## src/rtl/stack_arbiter.sv

```systemverilog
// Arbitrates NREQ requesters onto one shared negedge-clocked stack, one push/pop at a time,
// rejecting overflow/underflow/push+pop. Round-robin when STACK_ARB_RR_EN is defined, else fixed priority.
module stack_arbiter #(
  parameter int WIDTH = 16,
  parameter int DEPTH = 8,
  parameter int NREQ  = 2,
  localparam int LW   = $clog2(DEPTH + 1),
  localparam int SW   = (NREQ > 1) ? $clog2(NREQ) : 1
) (
  input  logic                  clk,
  input  logic                  rst,
  input  logic [NREQ-1:0]       req_push,
  input  logic [NREQ-1:0]       req_pop,
  input  logic [NREQ*WIDTH-1:0] req_data,
  output logic [NREQ-1:0]       gnt,
  output logic [NREQ-1:0]       err,
  output logic [WIDTH-1:0]      rsp_data,
  output logic                  busy,
  output logic [LW-1:0]         level,
  output logic                  stk_push,
  output logic                  stk_pop,
  output logic [WIDTH-1:0]      stk_din,
  input  logic [WIDTH-1:0]      stk_dout,
  input  logic                  stk_full,
  input  logic                  stk_empty
);

  typedef enum logic [1:0] {IDLE, ISSUE, DONE} state_t;

  state_t          state, state_nxt;
  logic [NREQ-1:0] pending;
  logic            any_pend;
  logic [SW-1:0]   sel_c, sel_q;
  logic            win_push, win_pop, rej_c;
  logic [WIDTH-1:0] win_data;
  logic            rej_q, push_q;

  assign pending = req_push | req_pop;

`ifdef STACK_ARB_RR_EN
  logic [SW-1:0] rr_q;

  // Search starts just after the last served requester.
  always_comb begin
    int idx;
    idx      = 0;
    sel_c    = '0;
    any_pend = 1'b0;
    for (int k = 1; k <= NREQ; k++) begin
      idx = (int'(rr_q) + k) % NREQ;
      if (!any_pend && pending[idx]) begin
        any_pend = 1'b1;
        sel_c    = SW'(idx);
      end
    end
  end

  always_ff @(posedge clk) begin
    if (rst)
      rr_q <= SW'(NREQ - 1);
    else if (state == DONE)
      rr_q <= sel_q;
  end
`else
  // Descending scan so the lowest pending index is the last to overwrite.
  always_comb begin
    sel_c    = '0;
    any_pend = 1'b0;
    for (int i = NREQ - 1; i >= 0; i--) begin
      if (pending[i]) begin
        any_pend = 1'b1;
        sel_c    = SW'(i);
      end
    end
  end
`endif

  always_comb begin
    win_push = req_push[sel_c];
    win_pop  = req_pop[sel_c];
    win_data = req_data[int'(sel_c)*WIDTH +: WIDTH];
    rej_c    = (win_push & win_pop)
             | (win_push & (stk_full  | (level == LW'(DEPTH))))
             | (win_pop  & (stk_empty | (level == '0)));
  end

  always_ff @(posedge clk) begin
    if (rst)
      state <= IDLE;
    else
      state <= state_nxt;
  end

  always_comb begin
    state_nxt = state;
    case (state)
      IDLE:    if (any_pend) state_nxt = rej_c ? DONE : ISSUE;
      ISSUE:   state_nxt = DONE;
      DONE:    state_nxt = IDLE;
      default: state_nxt = IDLE;
    endcase
  end

  always_comb begin
    gnt      = '0;
    err      = '0;
    stk_push = 1'b0;
    stk_pop  = 1'b0;
    busy     = 1'b0;
    case (state)
      ISSUE: begin
        busy     = 1'b1;
        stk_push = push_q;
        stk_pop  = ~push_q;
      end
      DONE: begin
        busy       = 1'b1;
        gnt[sel_q] = 1'b1;
        err[sel_q] = rej_q;
      end
      default: ;
    endcase
  end

  // The top word is captured at decision time since the stack pops it on the following negedge.
  always_ff @(posedge clk) begin
    if (rst) begin
      sel_q    <= '0;
      rej_q    <= 1'b0;
      push_q   <= 1'b0;
      stk_din  <= '0;
      rsp_data <= '0;
      level    <= '0;
    end else begin
      case (state)
        IDLE: begin
          if (any_pend) begin
            sel_q  <= sel_c;
            rej_q  <= rej_c;
            push_q <= win_push;
            if (!rej_c) begin
              if (win_push)
                stk_din <= win_data;
              else
                rsp_data <= stk_dout;
            end
          end
        end
        ISSUE: level <= push_q ? level + LW'(1) : level - LW'(1);
        default: ;
      endcase
    end
  end

endmodule

```

## config.mk

```make
export PLATFORM = sky130hd
export DESIGN_NAME = stack_arbiter
export DESIGN_NICKNAME = d
export VERILOG_FILES = /design/src/rtl/stack_arbiter.sv
export SDC_FILE = /design/constraint.sdc
export NUM_CORES = 1
export LEC_CHECK = 0
export CORE_UTILIZATION = 43
export DETAILED_ROUTE_END_ITERATION = 12
export GPL_ROUTABILITY_DRIVEN = 1
export PLACE_DENSITY = 0.85
export SLEW_MARGIN = 20
export SYNTH_ARGS = -nofsm -noshare
export SYNTH_HDL_FRONTEND = slang
export SYNTH_SLANG_ARGS = --single-unit
```

## constraint.sdc

```tcl
create_clock -name clk -period 4.95 [get_ports clk]
set_input_delay 0.7425 -clock clk [delete_from_list [all_inputs] [get_ports clk]]
set_output_delay 0.7425 -clock clk [all_outputs]
set_load 0.005 [all_outputs]
```

==> parameters.txt, run 1 <==
Parameter                              Value

Synth
  Most area-hungry cell type in the Yosys netlist    dfxtp_1
  Cells taking the most area after synthesis    dfxtp_1 (41%), mux2i_1 (17%), a211oi_2 (6.2%)
  Syn. warnings    0
  Count of state elements after synthesis    41
  Number of synthesized flops with an enable pin    0
  Synth Instances    202
  Area share of the leading cell type in the synthesized netlist    0.4072
  Post-synthesis sequential area ratio    0.4072
  Synthesized area    2016 sq um
  Synth Flop Type    dfxtp_1
  Post-Syn Area per Cell    9.979 sq um
  Number of nets produced by synthesis    264
  Share of flip-flops with an asynchronous set or reset    0
  Synth cell types    38

Power and ir drop
  Max rail drop VDD    0.1490 mV
  Leakage    1.297 nW
  Total power draw    0.7881 mW
  Power density relative to cell area    254.5 nW/um^2

Detailed routing
  DRC violation total after the first TritonRoute iteration    56
  Wirelength, routed    5.075 mm
  Antenna-violating nets left    0
  Number of remaining DRC errors    2
  Routed WL per cell    14.71 microns
  Per-cell via count in the routed design    5.229
  Number of vias after detailed routing    1804
  Drt first pass iters    8

Setup path
  CP Capture Type    primary output
  Maximum fanout count along the critical path    8
  Startpoint kind of the worst setup timing path    flop
  FF-to-FF setup slack    2.95 ns
  Cell family with most CP delay    buffers and inverters
  Slowest CP cell    clkdlybuf4s50_1
  Worst EP arrival    1.79 ns
  Number of buffer and inverter instances along the worst setup path    2
  Critical Setup Path Class    flop to primary output
  Cell Chain, Critical Path    inv_1, ha_1, nor2b_1, clkdlybuf4s50_1
  Critical path data required time    4.21 ns
  Slowest Stage Delay on Critical Path    0.55 ns

STA
  Post-route clock period utilization    0.5111
  Clock Skew    0.009869 ns
  Final hold violation count    0
  Number of pins with negative max-slew slack in the final report    0
  Max transition margin    0.4227
  Accumulated negative setup slack    0 ns
  Unrepaired setup endpoints after global routing    false
  Setup WS post-layout    2.420 ns
  Min Tclk post-route    2.530 ns
  Highest clock frequency the design can meet    0.3953 GHz
  Actual transition at the worst max-transition pin    0.8660 ns
  # setup viols final    0

Die
  Initial standard-cell utilization of the core    0.4535
  Std cell rows    24
  Height of the die    70.47 microns
  Number of primary I/O pins    99
  Die outline area    4965 sq um
  Die Span X    70.47 microns
  Core Box Area    4444 sq um

Clock network
  Post-CTS setup buffers    0
  H-tree Lvls    2
  Num Clock Sinks    41
  Buffers from clock root to sink, at most    2
  TritonCTS clock tree    built
  Clock Pin Slew Worst Setup and Hold Paths    0.08 ns
  Count of cells resized by post-cts repair    0
  Total CTS buffers    5
  Clk Tree Root Cell    clkbuf_8
  Clock insertion delay at the later pin of the skew report    0.29 ns
  Cts-stage hold buffer count    0

Final layout
  # fillers    352
  Commonest non-fill, non-tap cells in the layout    clkdlybuf4s50_1 (97), dfxtp_1 (41), mux2i_1 (34)
  Multi-input gate area    1107 sq um
  Layout cells sized above 1    0.09556
  Area added between synthesis and finish    53.63%
  Sequential Area    820.8 sq um
  Most common library cell in the layout ignoring fill and taps    clkdlybuf4s50_1
  Final layout net count    354
  Number of inserted diodes    0

Global routing
  GR Layer Usage met1    0.2516
  Number of antenna violations at the first check in global routing    0
  Pin count of the biggest net entering global routing    43
  Total GRT Usage    0.2114
  Met2 track utilization from global routing    0.3646
  Layer with the highest usage after global routing    met2
  Via count of the first global-routing pass    1766
  Grt met3 use    0.05339
  Remaining Overflow, GRT    0
  Wire length of the first global-routing pass    8.328 mm

Placement
  Dpl hpwl    3.695 mm
  Port-buffer cells    98
  Weighted congestion at the end of routability-driven global placement    0.8119
  Minimum setup slack after placement    2.084 ns

Outcome
  Run status    finished, violations left
  Failing checks    DRC

Worst hold path
  Hold/Removal Path Class    flop to flop

Job
  Count of max-cap constraint violations    0
-- state kept, by name, summed over array words and instances, names as in the netlist --
| signal | flops |
|---|---|
| sel_q | 1 |
| rej_q | 1 |
| level | 4 |
| push_q | 1 |
| stk_din | 16 |
| state | 2 |
| rsp_data | 16 |
-- cell type report --
class                      count  share of cell area
tap                           52             0.02101
inverter                       5            0.006061
clock buffer                   7             0.03111
multi-input combinational    140              0.3576
clock inverter                 1            0.001616
sequential                    41              0.2651
timing repair buffer          99              0.3176
-- metrics by stage --
step	cells	hold WS [ns]	instance area, sq um	utilization
detailed placement	337	0.4807	2977	0.6698
global route	345	0.5172	3097	0.6968
global placement	337	0.4737	2977	0.6698
finish	345	0.4949	3097	0.6968
CTS	345	0.4948	3078	0.6926
floorplan	202	0.4581	2016	-
-- where the power goes --
part / switching (mW) / total, mW / internal, mW
Combinational: 0.0809 / 0.191 / 0.110
Clock: 0.113 / 0.239 / 0.126
Sequential: 0.0118 / 0.358 / 0.347
-- Yosys cell counts (3+ instances only) --
cell / instances
a211oi_1: 8
clkbuf_1: 8
and2_1: 3
nor2b_1: 5
inv_1: 5
a211oi_2: 10
mux2i_1: 34
a21oi_1: 20
o21ai_0: 4
buf_2: 4
nor2_1: 25
dfxtp_1: 41
ha_1: 5
-- kinds of logic (layout without fill, tap and decap cells) --
logic type	Yosys count	in the layout	share of synthesized area
buffers and inverters	21	112	0.05462
AND/OR/NAND/NOR	45	45	0.1117
flip-flops	41	41	0.4072
multiplexers	35	35	0.1744
adder cells (fa/ha/maj)	6	6	0.04097
XOR/XNOR	2	2	0.008692
AO/OA/AOI/OAI	52	52	0.2024
-- final timing paths --
kind             from     endpoint  cells after the start
max          state[1]      stk_pop                      4
min          state[0]     state[0]                      2
max reg2reg  state[0]  rsp_data[9]                      6
min reg2reg  state[0]     state[0]                      2
-- tightest hold or removal path, stage by stage (launching register included) --
cell and delay [ns]:
dfxtp_1 0.33, nand2_1 0.06, a211oi_1 0.06
-- layer usage --
metal	wire length, microns	share of wire
met5	0	0
met4	85	0.017
met2	2557	0.50
met1	2173	0.43
met3	259	0.051
Power figures use the tool's default switching activity.
==> run 2: changes to the inputs <==
- CORE_UTILIZATION: 43 -> 36
- PLACE_DENSITY: 0.85 -> 0.76
- clock period: 4.95 -> 2.05 ns (I/O delays scaled with it)
==> run 2 against run 1 <==
Cell count grew 7.8%. Non-clock buffer count increased by 10. Clock power rose to 2.6 times the previous value. Wire length down 1.5%. Combinational power grew to 2.5 times the previous value. The run now ends clean. Worst setup slack got worse by 2.3 ns. Hold slack worse by 0.16 ns. Highest routed layer unchanged.
==> parameters.txt, run 2 (synthesis results as in run 1) <==
Parameter                              Value

Setup path
  Number of buffer and inverter instances along the worst setup path    2 (unchanged)
  Cell family with most CP delay    buffers and inverters (unchanged)
  Logic depth of the worst path, buffers included    5 (was 4)
  Slowest Stage Delay on Critical Path    0.43 ns (was 0.55 ns)
  CP Capture Type    primary output (unchanged)
  Slowest CP cell    clkdlybuf4s50_1 (unchanged)
  Worst EP arrival    1.63 ns (was 1.79 ns)
  Critical path data required time    1.74 ns (was 4.21 ns)
  Startpoint kind of the worst setup timing path    flop (unchanged)
  Number of cell instances on the worst register-to-register path    6 (unchanged)
  Cell Chain, Critical Path    inv_1, ha_1, nor2b_2, and2_1, clkdlybuf4s50_1 (was inv_1, ha_1, nor2b_1, clkdlybuf4s50_1)
  Critical Setup Path Class    flop to primary output (unchanged)
  Maximum fanout count along the critical path    3 (was 8)

Placement
  Placed Instance Area    3099 sq um (was 2977 sq um)
  Dpl hpwl    3.754 mm (was 3.695 mm)
  Weighted congestion at the end of routability-driven global placement    0.8844 (was 0.8119)
  Number of instances in the placed design    365 (was 337)
  Port-buffer cells    98 (unchanged)

STA
  Final hold violation count    0 (unchanged)
  Highest clock frequency the design can meet    0.5157 GHz
  Min Tclk post-route    1.939 ns
  Post-route clock period utilization    0.9459
  Max transition margin    0.7269 (was 0.4227)
  Accumulated negative setup slack    0 ns (unchanged)
  # setup viols final    0 (unchanged)
  Clock Skew    0.003876 ns (was 0.009869 ns)
  Number of pins with negative max-slew slack in the final report    0 (unchanged)
  Unrepaired setup endpoints after global routing    false (unchanged)
  Actual transition at the worst max-transition pin    0.4095 ns (was 0.8660 ns)

Final layout
  # fillers    446 (was 352)
  Multi-input gate area    1091 sq um (was 1107 sq um)
  Final cell count without fillers    372 (was 345)
  Commonest non-fill, non-tap cells in the layout    clkdlybuf4s50_1 (97), dfxtp_1 (40), mux2i_1 (34) (was clkdlybuf4s50_1 (97), dfxtp_1 (41), mux2i_1 (34))
  Final Cell Area    3207 sq um (was 3097 sq um)
  Largest registers ranked by flip-flop count    rsp_data: 16 flops, stk_din: 16 flops, level: 4 flops (unchanged)
  Final layout net count    364 (was 354)
  Number of inserted diodes    0 (unchanged)
  Area added between synthesis and finish    59.09% (was 53.63%)
  Layout cells sized above 1    0.1291 (was 0.09556)
  Most common library cell in the layout ignoring fill and taps    clkdlybuf4s50_1 (unchanged)
  Sequential Area    822.0 sq um (was 820.8 sq um)

Worst hold path
  Number of cells traversed by the worst hold path    2 (unchanged)
  Hold/Removal Path Class    input pin to flop (was flop to flop)

Clock network
  Clock insertion delay at the later pin of the skew report    0.29 ns (about the same)
  H-tree Lvls    2 (unchanged)
  Buffers from clock root to sink, at most    2 (unchanged)
  Total CTS buffers    5 (unchanged)
  Clk Tree Root Cell    clkbuf_8 (unchanged)
  Num Clock Sinks    41 (unchanged)
  TritonCTS clock tree    built (unchanged)
  Clock Pin Slew Worst Setup and Hold Paths    0.08 ns (about the same)

Die
  Std cell rows    26 (was 24)
  Core Box Area    5238 sq um (was 4444 sq um)
  Number of primary I/O pins    99 (unchanged)
  Height of the die    76.83 microns (was 70.47 microns)
  Initial standard-cell utilization of the core    0.3849 (was 0.4535)
  Die Span X    76.83 microns (was 70.47 microns)
  Die outline area    5902 sq um (was 4965 sq um)

Job
  Count of max-cap constraint violations    0 (unchanged)

Detailed routing
  DRC violation total after the first TritonRoute iteration    83 (was 56)
  Routed length on met3    304 microns (was 259 microns)
  Top layer reached by signal wires    met4 (unchanged)
  Number of vias after detailed routing    1818 (was 1804)
  Antenna-violating nets left    0 (unchanged)
  Number of remaining DRC errors    0 (was 2)
  Wirelength, routed    4.997 mm (was 5.075 mm)
  Routed length on met1    2.352 mm (was 2.173 mm)
  Drt first pass iters    4 (was 8)
  Per-cell via count in the routed design    4.887 (was 5.229)
  Total length of routed met2 wires    2.269 mm (was 2.557 mm)
  Routed WL per cell    13.43 microns (was 14.71 microns)

Global routing
  Remaining Overflow, GRT    0 (unchanged)
  Pin count of the biggest net entering global routing    18 (was 43)
  Number of antenna violations at the first check in global routing    0 (unchanged)
  Wire length of the first global-routing pass    8.556 mm (was 8.328 mm)
  Total GRT Usage    0.1786 (was 0.2114)
  Via count of the first global-routing pass    1812 (was 1766)

Power and ir drop
  Power density relative to cell area    612.2 nW/um^2 (was 254.5 nW/um^2)
  Total power draw    1.963 mW (was 0.7881 mW)
  Leakage    1.353 nW (was 1.297 nW)
  Max rail drop VDD    0.4715 mV (was 0.1490 mV)

Outcome
  Run status    finished clean (was finished, violations left)
==> run 2: through the flow <==
stage / hold slack (ns) / worst slack, ns / util
after floorplan: 0.4514 / 0.3135 / -
after global placement: 0.4729 / 0.1006 / 0.5917
after detailed placement: 0.4820 / 0.06672 / 0.5917
after CTS: 0.3416 / 0.08264 / 0.6116
after global routing: 0.3504 / 0.01064 / 0.6123
final: 0.3389 / 0.1110 / 0.6123
==> run 2: layout make-up <==
cell class | instances | share of cell area
clock buffers | 5 | 0.02146
multi-input cells | 140 | 0.3402
inverters | 5 | 0.005853
well taps | 70 | 0.02731
repair buffers | 109 | 0.3379
flip-flops and latches | 41 | 0.2563
clock inverters | 2 | 0.01092
==> run 2: path summary, 6_finish.rpt <==
path	slack (ns)	end	start
setup reg to reg	0.29	level[3]	push_q
hold reg to reg	0.48	state[0]	state[0]
setup / recovery	0.11	err[0]	state[0]
hold / removal	0.34	level[0]	rst
==> run 2: per-layer routing <==
metal / up-vias / track usage
met5: - / 0
met4: 0 / 0.06538
met3: 7 / 0.04167
met2: 62 / 0.2839
met1: 825 / 0.2335
li1: 924 / -
==> run 2: power breakdown <==
part	switching, mW	total, mW	leakage, nW	internal (mW)
Sequential	0.0292	0.867	0.333	0.838
Combinational	0.196	0.478	0.966	0.281
Clock	0.265	0.619	0.0540	0.354
Total	0.491	1.96	1.35	1.47
==> run 2: what timing repair did <==
| action | in CTS | in global routing |
|---|---|---|
| setup endpoints to repair | 0 | 1 |
| gates resized for setup | 0 | 2 |
| buffers inserted | 0 | 0 |
| hold buffers | 0 | 0 |
==> run 3: changes to the inputs <==
- CTS_CLUSTER_SIZE: not set -> 12
- PLACE_DENSITY: 0.76 -> 0.87
==> run 3 against run 2 <==
Combinational power is 1% lower. Hold slack better by 0.14 ns. Utilization hardly changed. Total power is 2.3% higher. Critical path depth is 1 lower. Non-clock buffer count is 2 lower. Fmax is 0.50% higher. Via count is 0.33% higher. Clock power is 8.1% higher. Cell count is 0.27% lower. Clock-buffer cell count is 2 higher. Wire length is 2.5% higher. Largest power group unchanged.
==> parameters.txt, run 3 (synthesis results as in run 1) <==
Parameter                              Value

Outcome
  Run status    finished clean (unchanged)

Die
  Std cell rows    26 (unchanged)
  Core Box Area    5238 sq um (unchanged)
  Number of primary I/O pins    99 (unchanged)
  Height of the die    76.83 microns (unchanged)
  Die Span X    76.83 microns (unchanged)
  Initial standard-cell utilization of the core    0.3849 (unchanged)
  Die outline area    5902 sq um (unchanged)

Setup path
  Worst setup path start    state[1] (was state[0])
  Number of cell instances on the worst register-to-register path    6 (unchanged)
  Worst EP arrival    1.62 ns (was 1.63 ns)
  CP Capture Type    primary output (unchanged)
  Capture point of the critical path    stk_pop (was err[0])
  Critical path data required time    1.74 ns (about the same)
  Startpoint kind of the worst setup timing path    flop (unchanged)
  FF-to-FF setup slack    0.24 ns (was 0.29 ns)
  Maximum fanout count along the critical path    3 (unchanged)
  Critical Setup Path Class    flop to primary output (unchanged)
  Worst flop-to-flop path endpoint    level[3] (unchanged)
  Critical R2R Launch    push_q (unchanged)

Job
  Count of max-cap constraint violations    0 (unchanged)

Global routing
  Wire length of the first global-routing pass    8.487 mm (was 8.556 mm)
  Total GRT Usage    0.1777 (was 0.1786)
  Via count of the first global-routing pass    1774 (was 1812)
  Pin count of the biggest net entering global routing    32 (was 18)
  Remaining Overflow, GRT    0 (unchanged)
  Number of antenna violations at the first check in global routing    0 (unchanged)

Placement
  Number of instances in the placed design    363 (was 365)
  Weighted congestion at the end of routability-driven global placement    0.8172 (was 0.8844)
  Dpl hpwl    3.843 mm (was 3.754 mm)
  Port-buffer cells    98 (unchanged)

Clock network
  Cts-stage hold buffer count    0 (unchanged)
  Total CTS buffers    5 (unchanged)
  Clock Pin Slew Worst Setup and Hold Paths    0.07 ns (was 0.08 ns)
  Buffers from clock root to sink, at most    2 (unchanged)
  H-tree Lvls    2 (unchanged)
  Clk Tree Root Cell    clkbuf_8 (unchanged)
  Num Clock Sinks    41 (unchanged)
  TritonCTS clock tree    built (unchanged)
  Clock insertion delay at the later pin of the skew report    0.29 ns (about the same)

STA
  Unrepaired setup endpoints after global routing    false (unchanged)
  # setup viols final    0 (unchanged)
  Post-route clock period utilization    0.9412 (was 0.9459)
  Worst hold slack    0.4825 ns (was 0.3389 ns)
  Clock Skew    0.008165 ns (was 0.003876 ns)
  Max transition margin    0.6310 (was 0.7269)
  Min Tclk post-route    1.929 ns (was 1.939 ns)
  Final hold violation count    0 (unchanged)
  Actual transition at the worst max-transition pin    0.5535 ns (was 0.4095 ns)
  Number of pins with negative max-slew slack in the final report    0 (unchanged)
  Accumulated negative setup slack    0 ns (unchanged)
  Highest clock frequency the design can meet    0.5183 GHz (was 0.5157 GHz)

Final layout
  Commonest non-fill, non-tap cells in the layout    clkdlybuf4s50_1 (96), dfxtp_1 (40), mux2i_1 (34) (was clkdlybuf4s50_1 (97), dfxtp_1 (40), mux2i_1 (34))
  Area added between synthesis and finish    59.22% (was 59.09%)
  Final cell count without fillers    371 (was 372)
  Most common library cell in the layout ignoring fill and taps    clkdlybuf4s50_1 (unchanged)
  Layout cells sized above 1    0.1262 (was 0.1291)
  Final layout net count    362 (was 364)
  Number of inserted diodes    0 (unchanged)
  Final core area utilization    0.6128 (was 0.6123)
  Largest registers ranked by flip-flop count    rsp_data: 16 flops, stk_din: 16 flops, level: 4 flops (unchanged)

Worst hold path
  Hold/Removal Path Class    flop to flop (was input pin to flop)

Detailed routing
  Wirelength, routed    5.124 mm (was 4.997 mm)
  Number of remaining DRC errors    0 (unchanged)
  Routed WL per cell    13.81 microns (was 13.43 microns)
  Number of vias after detailed routing    1824 (was 1818)
  Antenna-violating nets left    0 (unchanged)
  Per-cell via count in the routed design    4.916 (was 4.887)
  Drt first pass iters    4 (unchanged)
  DRC violation total after the first TritonRoute iteration    52 (was 83)

Power and ir drop
  Leakage    1.364 nW (was 1.353 nW)
  Power density relative to cell area    625.8 nW/um^2 (was 612.2 nW/um^2)
  Max rail drop VDD    0.4437 mV (was 0.4715 mV)
  Total power draw    2.008 mW (was 1.963 mW)
==> run 3: cell types whose count changed in the layout (fill, tap and decap cells not counted) <==
| cell | change |
|---|---|
| clkinv_2 | -1 |
| ha_1 | -1 |
| clkdlybuf4s50_1 | -1 |
| clkbuf_8 | +1 |
| ha_2 | +1 |
| dlymetal6s2s_1 | +1 |
| clkbuf_1 | +1 |
| buf_4 | -2 |
==> run 3: critical path, cell delays in order, from the launching register on <==
cell and delay, ns:
dfxtp_1 0.32, inv_1 0.09, ha_1 0.19, nor2b_1 0.21, clkdlybuf4s50_1 0.53
==> run 3: timing repair <==
item                                    in CTS  in global routing
endpoints found under the setup margin       0                  1
setup buffers                                0                  0
resized for setup                            0                  4
==> run 3: how the worst min path moves through the flow <==
stage | from | to | slack (ns) | depth (start not counted)
3_5_place_dp | push_q | push_q | 0.49 | 2
4_1_cts | rst | sel_q | 0.48 | 2
2_1_floorplan | stk_dout[0] | rsp_data[0] | 0.45 | 2
6_report | state[0] | state[0] | 0.48 | 2
3_3_place_gp | rsp_data[3] | rsp_data[3] | 0.47 | 2
5_1_grt | state[0] | state[0] | 0.51 | 2
==> run 3: where the power goes <==
part	switching (mW)	leakage (nW)	internal (mW)
Combinational	0.194	0.972	0.279
Clock	0.272	0.0585	0.397
Sequential	0.0292	0.333	0.837
Total	0.495	1.36	1.51
==> run 3: metal layers <==
layer | global-route usage | wire length [microns]
met5 | 0 | 0
met4 | 0.03462 | 20
met3 | 0.05119 | 309
met2 | 0.3071 | 2565
met1 | 0.2181 | 2229
==> run 3: cell type report <==
| cell class | instances | area [sq um] |
|---|---|---|
| Inverter | 5 | 18.77 |
| Multi-Input combinational cell | 140 | 1094 |
| Sequential cell | 41 | 822.0 |
| Fill cell | 422 | 2028 |
| Tap cell | 70 | 87.58 |
| Clock buffer | 7 | 86.33 |
| Timing Repair Buffer | 107 | 1071 |
| Clock inverter | 1 | 30.03 |
==> run 3: through the flow <==
| step | cell area, sq um | worst slack, ns |
|---|---|---|
| 4_1_cts | 3201 | 0.06462 |
| 2_1_floorplan | 2016 | 0.3135 |
| 3_5_place_dp | 3084 | 0.03639 |
| 6_report | 3209 | 0.1206 |
| 5_1_grt | 3209 | 0.01762 |
| 3_3_place_gp | 3084 | 0.1024 |
